===== src/rtl/if_fetch_stage_pkg.sv =====
// Shared types for the instruction-fetch stage and its IF/ID latch.
// Holds the fetch FSM encoding, the bubble instruction and the {pc, inst} pair.
package if_fetch_stage_pkg;

    typedef enum logic [1:0] {
        IDLE  = 2'd0,
        FETCH = 2'd1,
        HOLD  = 2'd2,
        DRAIN = 2'd3
    } fetch_state_t;

    localparam logic [31:0] DEF_NOP_INST = 32'h0000_0013;

    typedef struct packed {
        logic [31:0] pc;
        logic [31:0] inst;
    } pc_inst_t;

    localparam int PC_INST_W = $bits(pc_inst_t);

endpackage


===== src/rtl/if_fetch_stage_if_id_latch.sv =====
// IF/ID pipeline latch: {valid, pc, inst} with load, hold and flush.
// A flush turns the held slot into a bubble but keeps its pc.
module if_id_latch
    import if_fetch_stage_pkg::*;
#(
    parameter logic [31:0] NOP_INST = DEF_NOP_INST
) (
    input  logic     clk,
    input  logic     rst,
    input  logic     ce,
    input  logic     load,
    input  logic     flush,
    input  pc_inst_t d,
    output logic     valid,
    output pc_inst_t q
);

    always_ff @(posedge clk) begin
        if (!rst) begin
            valid  <= 1'b0;
            q.pc   <= '0;
            q.inst <= NOP_INST;
        end else if (ce) begin
            if (flush) begin
                valid  <= 1'b0;
                q.inst <= NOP_INST;
            end else if (load) begin
                valid <= 1'b1;
                q     <= d;
            end
        end
    end

endmodule


===== src/rtl/if_fetch_stage.sv =====
// Instruction-fetch stage: req/ack fetch, skid on ID stall, flush drain.
// Optional fetch watchdog enabled with `define FETCH_TIMEOUT_EN.
module if_fetch_stage
    import if_fetch_stage_pkg::*;
#(
    parameter logic [31:0] NOP_INST       = DEF_NOP_INST,
    parameter int          TIMEOUT_CYCLES = 255
) (
    input  logic        clk,
    input  logic        rst,
    input  logic        CE,
    input  logic [31:0] pc_in,
    output logic        pc_stall,
    output logic        imem_req,
    output logic [31:0] imem_addr,
    input  logic        imem_ack,
    input  logic [31:0] imem_rdata,
    input  logic        id_stall,
    input  logic        flush,
    output logic        ifid_valid,
    output logic [31:0] ifid_pc,
    output logic [31:0] ifid_inst,
    output logic        fetch_err
);

    if (TIMEOUT_CYCLES < 1) begin : g_bad_timeout
        $error("TIMEOUT_CYCLES must be positive");
    end

    fetch_state_t state_q, state_d;
    pc_inst_t     skid_q;
    pc_inst_t     ifid_q;
    pc_inst_t     ifid_d;
    logic [31:0]  req_pc_q;
    logic         ifid_load;
    logic         ifid_flush;
    logic         skid_load;
    logic         req_pc_load;
    logic         accept;
    logic         tmo_hit;

    assign accept = imem_ack & (~id_stall | ~ifid_valid);

`ifdef FETCH_TIMEOUT_EN
    localparam int CNT_W =
        ($clog2(TIMEOUT_CYCLES + 1) > 8) ? $clog2(TIMEOUT_CYCLES + 1) : 8;

    logic [CNT_W-1:0] tmo_cnt_q;
    logic             waiting;
    logic             err_q;

    // A cycle counts only while a request is actually on the bus.
    assign waiting = imem_req & ~imem_ack &
                     ((state_q == FETCH) | (state_q == DRAIN));
    assign tmo_hit = waiting & ~flush &
                     (tmo_cnt_q == CNT_W'(TIMEOUT_CYCLES - 1));

    always_ff @(posedge clk) begin
        if (!rst) begin
            tmo_cnt_q <= '0;
            err_q     <= 1'b0;
        end else if (CE) begin
            if (imem_ack | flush | tmo_hit)
                tmo_cnt_q <= '0;
            else if (waiting)
                tmo_cnt_q <= tmo_cnt_q + 1'b1;
            if (tmo_hit)
                err_q <= 1'b1;
        end
    end

    assign fetch_err = err_q;
`else
    assign tmo_hit   = 1'b0;
    assign fetch_err = 1'b0;
`endif

    always_comb begin
        state_d     = state_q;
        imem_req    = 1'b0;
        imem_addr   = pc_in;
        pc_stall    = 1'b1;
        ifid_load   = 1'b0;
        ifid_flush  = 1'b0;
        skid_load   = 1'b0;
        req_pc_load = 1'b0;
        ifid_d      = '{pc: pc_in, inst: imem_rdata};

        unique case (state_q)
            IDLE: begin
                state_d = FETCH;
                if (flush) begin
                    pc_stall   = 1'b0;
                    ifid_flush = 1'b1;
                end
            end
            FETCH: begin
                imem_req = 1'b1;
                if (flush) begin
                    pc_stall   = 1'b0;
                    ifid_flush = 1'b1;
                    if (!imem_ack) begin
                        req_pc_load = 1'b1;
                        state_d     = DRAIN;
                    end
                end else if (accept) begin
                    ifid_load = 1'b1;
                    pc_stall  = 1'b0;
                end else if (imem_ack) begin
                    skid_load = 1'b1;
                    pc_stall  = 1'b0;
                    state_d   = HOLD;
                end else if (tmo_hit) begin
                    ifid_d    = '{pc: pc_in, inst: NOP_INST};
                    ifid_load = 1'b1;
                    pc_stall  = 1'b0;
                end
            end
            HOLD: begin
                ifid_d = skid_q;
                if (flush) begin
                    pc_stall   = 1'b0;
                    ifid_flush = 1'b1;
                    state_d    = FETCH;
                end else if (!id_stall) begin
                    ifid_load = 1'b1;
                    state_d   = FETCH;
                end
            end
            DRAIN: begin
                imem_req  = 1'b1;
                imem_addr = req_pc_q;
                if (flush) begin
                    pc_stall   = 1'b0;
                    ifid_flush = 1'b1;
                end else if (imem_ack | tmo_hit) begin
                    state_d = FETCH;
                end
            end
            default: state_d = IDLE;
        endcase

        // Frozen stage: no new request; PC may still take a redirect.
        if (!CE) begin
            imem_req = 1'b0;
            pc_stall = ~(flush & ((state_q == FETCH) | (state_q == IDLE)));
        end
    end

    always_ff @(posedge clk) begin
        if (!rst) begin
            state_q  <= IDLE;
            skid_q   <= '0;
            req_pc_q <= '0;
        end else if (CE) begin
            state_q <= state_d;
            if (skid_load)
                skid_q <= '{pc: pc_in, inst: imem_rdata};
            if (req_pc_load)
                req_pc_q <= pc_in;
        end
    end

    if_id_latch #(
        .NOP_INST(NOP_INST)
    ) u_if_id_latch (
        .clk  (clk),
        .rst  (rst),
        .ce   (CE),
        .load (ifid_load),
        .flush(ifid_flush),
        .d    (ifid_d),
        .valid(ifid_valid),
        .q    (ifid_q)
    );

    assign ifid_pc   = ifid_q.pc;
    assign ifid_inst = ifid_q.inst;

endmodule


===== config.mk =====
export PLATFORM = sky130hd
export DESIGN_NAME = if_fetch_stage
export DESIGN_NICKNAME = d
export VERILOG_FILES = /design/src/rtl/if_fetch_stage_pkg.sv /design/src/rtl/if_fetch_stage_if_id_latch.sv /design/src/rtl/if_fetch_stage.sv
export SDC_FILE = /design/constraint.sdc
export NUM_CORES = 1
export LEC_CHECK = 0
export ABC_AREA = 1
export BUFFER_PORTS_ARGS = -buffer_cell sky130_fd_sc_hd__buf_2
export CORE_AREA = 10 10 127 129
export DETAILED_ROUTE_END_ITERATION = 6
export DIE_AREA = 0 0 137 139
export GPL_TIMING_DRIVEN = 0
export PLACE_DENSITY = 0.77
export SYNTH_ARGS = -nofsm -noshare
export SYNTH_HDL_FRONTEND = slang
export SYNTH_SLANG_ARGS = --single-unit

===== constraint.sdc =====
create_clock -name clk -period 2.65 [get_ports clk]
set_clock_uncertainty 0.2 [all_clocks]
set_input_delay 0.1325 -clock clk [delete_from_list [all_inputs] [get_ports clk]]
set_output_delay 0.1325 -clock clk [all_outputs]
set_load 0.02 [all_outputs]

### Yosys cells after proc, flatten, opt, wreduce, memory -nomap -nowiden

Index checks and enable logic that the tools add are counted.
W data, S select, Z words.

* reduce and logical (&&, ||, !) cells: 10
* bitwise logic cells: 8
* muxes and demuxes: 36
* eq/ne operators: 9

Operator list (count)
* $mux W32: 3
* $mux W64: 1
* $mux W1: 21
* $mux W2: 8
* $ne A3 B3 Y1 const B: 4
* $pmux W2 S4: 1
* $reduce_and A7 Y1: 1
* $reduce_and A2 Y1: 3
* $eq A2 B2 Y1 const B: 2
* $ne A2 B2 Y1 const B: 2
* $not A1 Y1: 4
* $pmux W1 S2: 2
* $reduce_or A4 Y1: 1
* $reduce_and A3 Y1: 1
* $reduce_or A3 Y1: 1
* $and A1 B1 Y1: 2
* $eq A2 B1 Y1 const B: 1
* $logic_not A2 Y1: 1
* $or A1 B1 Y1: 2
* $reduce_bool A2 Y1: 1
* $reduce_or A2 Y1: 1

* output and inout bits: 100
* bits of input ports: 70
* register bits: 163

### Logic depth before layout (Yosys ltp)

* depth in word-level cells: 8
* depth in mapped cells: 10
* depth with buffers taken out: 10

### Hierarchy

From an unflattened synthesis, not the netlist that was laid out.

* cells, all modules: 970
* area total of the unflattened synthesis: 7135.6 sq um

By module, submodules not included
* if_fetch_stage: area an instance 4518.1 sq um, cells each 609, instances 1
* if_id_latch: area an instance 2617.5 sq um, cells each 361, instances 1

### Worst setup path after synthesis

OpenSTA, ideal clock, no wires.

* path type: register to register
* from: register state_q[1]
* to: register skid_q[48] (netlist bit)
* stages on the path, launching flop included: 10
* setup slack: 0.818 ns
* arrival: 1.516 ns
* library setup time: 0.116 ns
* path buffers: 1
* cell sequence: dfxtp_1 inv_1 ha_1 inv_1 nor2_1 nand4_2 clkinv_1 buf_4 nor2_1 nor2_1

* cells in the longest elaborated chain, start to end: 3

RTL lines
* from (decl): line if_fetch_stage.sv:30 `fetch_state_t state_q, state_d;`
* from (signal assigned): line if_fetch_stage.sv:156 `state_q <= state_d;`
* $eq A2 B1 Y1: line if_fetch_stage.sv:89 `unique case (state_q)`
* $mux W1: line if_fetch_stage.sv:89
* $reduce_and A2 Y1 (no line)
* to (signal assigned): line if_fetch_stage.sv:158 `skid_q <= '{pc: pc_in, inst: imem_rdata};`
* to (decl): line if_fetch_stage.sv:31 `pc_inst_t skid_q;`

Every way passes these cells.
A chain may end at the register's enable or synchronous reset.

### Worst setup path after layout

* from: register state_q[0]
* to: output port imem_addr[6]

* cells in the longest elaborated chain, start to end: 2

RTL lines
* $eq A2 B2 Y1: line if_fetch_stage.sv:89
* $mux W32: line if_fetch_stage.sv:89
* to (decl): line if_fetch_stage.sv:15 `output logic [31:0] imem_addr,`

Every way passes these cells.

==> results.md <==
* Outcome: completed
* Layout Utilization at between 70% and 80%
* Die W at 137 um
* Port Buffers at about 170
* Synth warn at 0
* Static Leak at roughly 0.0044 uW
* Total chip power at ~5700 uW
* Post-Synthesis Cells at 1,068
* P&R area growth vs syn at 32.20%
* # rows at 43
* Core region area at 0.01367 mm^2
* CP required at ~2.3 ns
* Max-Cap Viols at 0
* FF+latch area at roughly 0.0033 mm^2
* First DRT Iteration DRCs at between 400 and 500
* Reg clk slew, reported paths at 0.06 ns
* Initial core utilization at a little over half
* Multi-input gate area at 0.003445 mm^2
* GRT Total Usage at between 20 and 25%
* # fillers at roughly 1,200
* Die Area at between 0.015 and 0.02 mm^2
* Clk_lat worst skew at around 0.43 ns
* Vias in the first global route at ~7,400
* Pwr per Cell Area at 596.1 mW/mm^2
* Post-DR wirelength/cell at roughly 15 um
* Met2 wire len at approximately 11 mm
* Initial DRT Pass Iterations at 5
* Cts bufs inserted at 17
* Drc violations at 0
* Peak supply drop at approximately 0.00046 V
* Final hold viol count at 0
* Post-synthesis cell area at around 0.0073 mm^2
* CTS Sinks at 163
* Routed wire length at about 22 mm
* Register area share after synthesis at between 40% and 50%
* Total gr overflow at 0
* # setup viols final at 0
* RSZ-0062 raised after global routing: false
* Die height at between 100 and 150 um
* CTS tree: yes
* Uppermost layer routed: met4
* R2r setup slk at ~0.33 ns
* Crit Path Class: register to output pin
* Max Fanout on Critical Path at 10
* CP startpoint kind: register
* Min Tclk post-route at between 2 and 2.5 ns
* Via count at ~7,700
* Post-DP HPWL at around 15 mm
* Ant. Diodes at 0
* Placed cell areas at around 0.0083 mm^2
* Antenna Nets Post-Route at 0
* Number of synthesized register bits at 163
* Global-route wire length before repair at about 36 mm
* Largest net degree at the start of global routing at 17
* Max-slew violations at 0
* Num ports at 170
* Wl on met1 at about 9.3 mm
* Yosys cell types at 22
* Worst-margin pin slew at 0.6814 ns
* Layout cells sized above 1 at a little under a fifth
* Final Instance Area at ~0.0096 mm^2
* Root Driver: clkbuf_16
* Slew headroom at between 50 and 60%
* Crit path DAT at ~2.1 ns
* Metal3 WL at ~1.7 mm
* TNS Setup at 0 ns
* # H-tree levels at 4
* Initial antenna violation count at 0
* Clock buffer depth at 2
* Min-delay worst type: primary input to register
* Gpl congestion at 0.8736
* Syn avg cell area at just under 7 um^2
* Fmax at between 400 and 500 MHz
* Synth Net Count at between 1,000 and 1,500
* Final #Nets at roughly 1,400
* Final cycle utilization of the critical path at slightly above 90%
* Crit end category: output pin
* Drt via density at between 5 and 6
per-stage QoR:
step	hold slack [ns]	cells	setup WS (ns)
final	0.02100	1515	0.2031
after global routing	0.05271	1515	0.03855
after floorplan	0.06740	1068	0.8179
after detailed placement	0.1966	1416	0.3834
after CTS	0.01262	1515	0.09849
after global placement	0.1947	1416	0.3767
Yosys cell counts (all sizes together):
cell / number / share of area (%)
clkinv: 3 / 0.16
o21ai: 101 / 7.0
ha: 4 / 0.69
clkbuf: 50 / 3.1
nand2: 333 / 17
nand3: 98 / 6.8
conb: 1 / 0.052
nand3b: 3 / 0.31
dfxtp: 163 / 45
nor2: 198 / 10
nand4: 2 / 0.34
nor3: 1 / 0.22
buf: 32 / 3.7
inv: 13 / 0.67
a21oi: 66 / 4.5
critical path, cell delays in order, from the launching register on:
cell and delay, ns:
dfxtp_1 0.40, ha_1 0.16, buf_2 0.23, clkinvlp_4 0.27, clkbuf_1 0.28, nand2_1 0.12, nand2_1 0.06, buf_2 0.15
registers in the layout, summed over array words and instances, names as in the netlist:
name                 count
req_pc_q                32
skid_q                  64
u_if_id_latch.q         64
state_q                  2
u_if_id_latch.valid      1
cells by family after synthesis:
group	after synthesis	synth area share, %
buffers and inverters	98	7.633
AND/OR/NAND/NOR	635	35.18
adder cells (fa/ha/maj)	4	0.6892
AO/OA/AOI/OAI	167	11.51
flip-flops	163	44.93
other	1	0.05164
layout by cell type (no fill, tap or decap), types with 17 or more instances in the layout:
cell type | synthesis | final
a21oi_1 | 66 | 66
buf_2 | 9 | 177
clkbuf_1 | 46 | 46
clkbuf_16 | 0 | 17
dfxtp_1 | 163 | 163
dlygate4sd3_1 | 0 | 67
nand2_1 | 330 | 330
nand3_1 | 98 | 98
nor2_1 | 198 | 198
o21ai_0 | 95 | 95
routing by layer:
layer	global-route usage, %	vias up
li1	-	3926
met1	27.35	3431
met2	38.19	256
met3	5.688	42
met4	8.491	0
met5	0	-
cell type report:
class	instances	area share (%)
Buffer	82	5.148
Clock buffer	20	4.861
Clock inverter	12	1.368
Inverter	16	0.6647
Multi-Input combinational cell	807	35.88
Sequential cell	163	33.99
Tap cell	180	2.346
Timing Repair Buffer	235	15.74
final timing paths:
path                       startpoint                   to  cells past startpoint
setup reg to reg           state_q[1]           skid_q[52]                      9
setup / recovery           state_q[0]         imem_addr[6]                      7
hold reg to reg   u_if_id_latch.q[44]  u_if_id_latch.q[44]                      2
hold / removal               imem_ack         req_pc_q[31]                      4
report_power, final:
| part | switching [uW] | internal, uW | total, uW |
|---|---|---|---|
| clock | 997 | 1460 | 2460 |
| combinational | 489 | 282 | 770 |
| sequential | 16.9 | 2480 | 2500 |
repair_timing:
action / 4_1_cts / 5_1_grt
gates resized for setup: 0 / 1
endpoints found under the hold margin: 163 / 0
hold buffers: 67 / 0
setup buffers: 0 / 0
endpoints found under the setup margin: 0 / 11
Note: power is estimated with default switching activity, not from simulation.
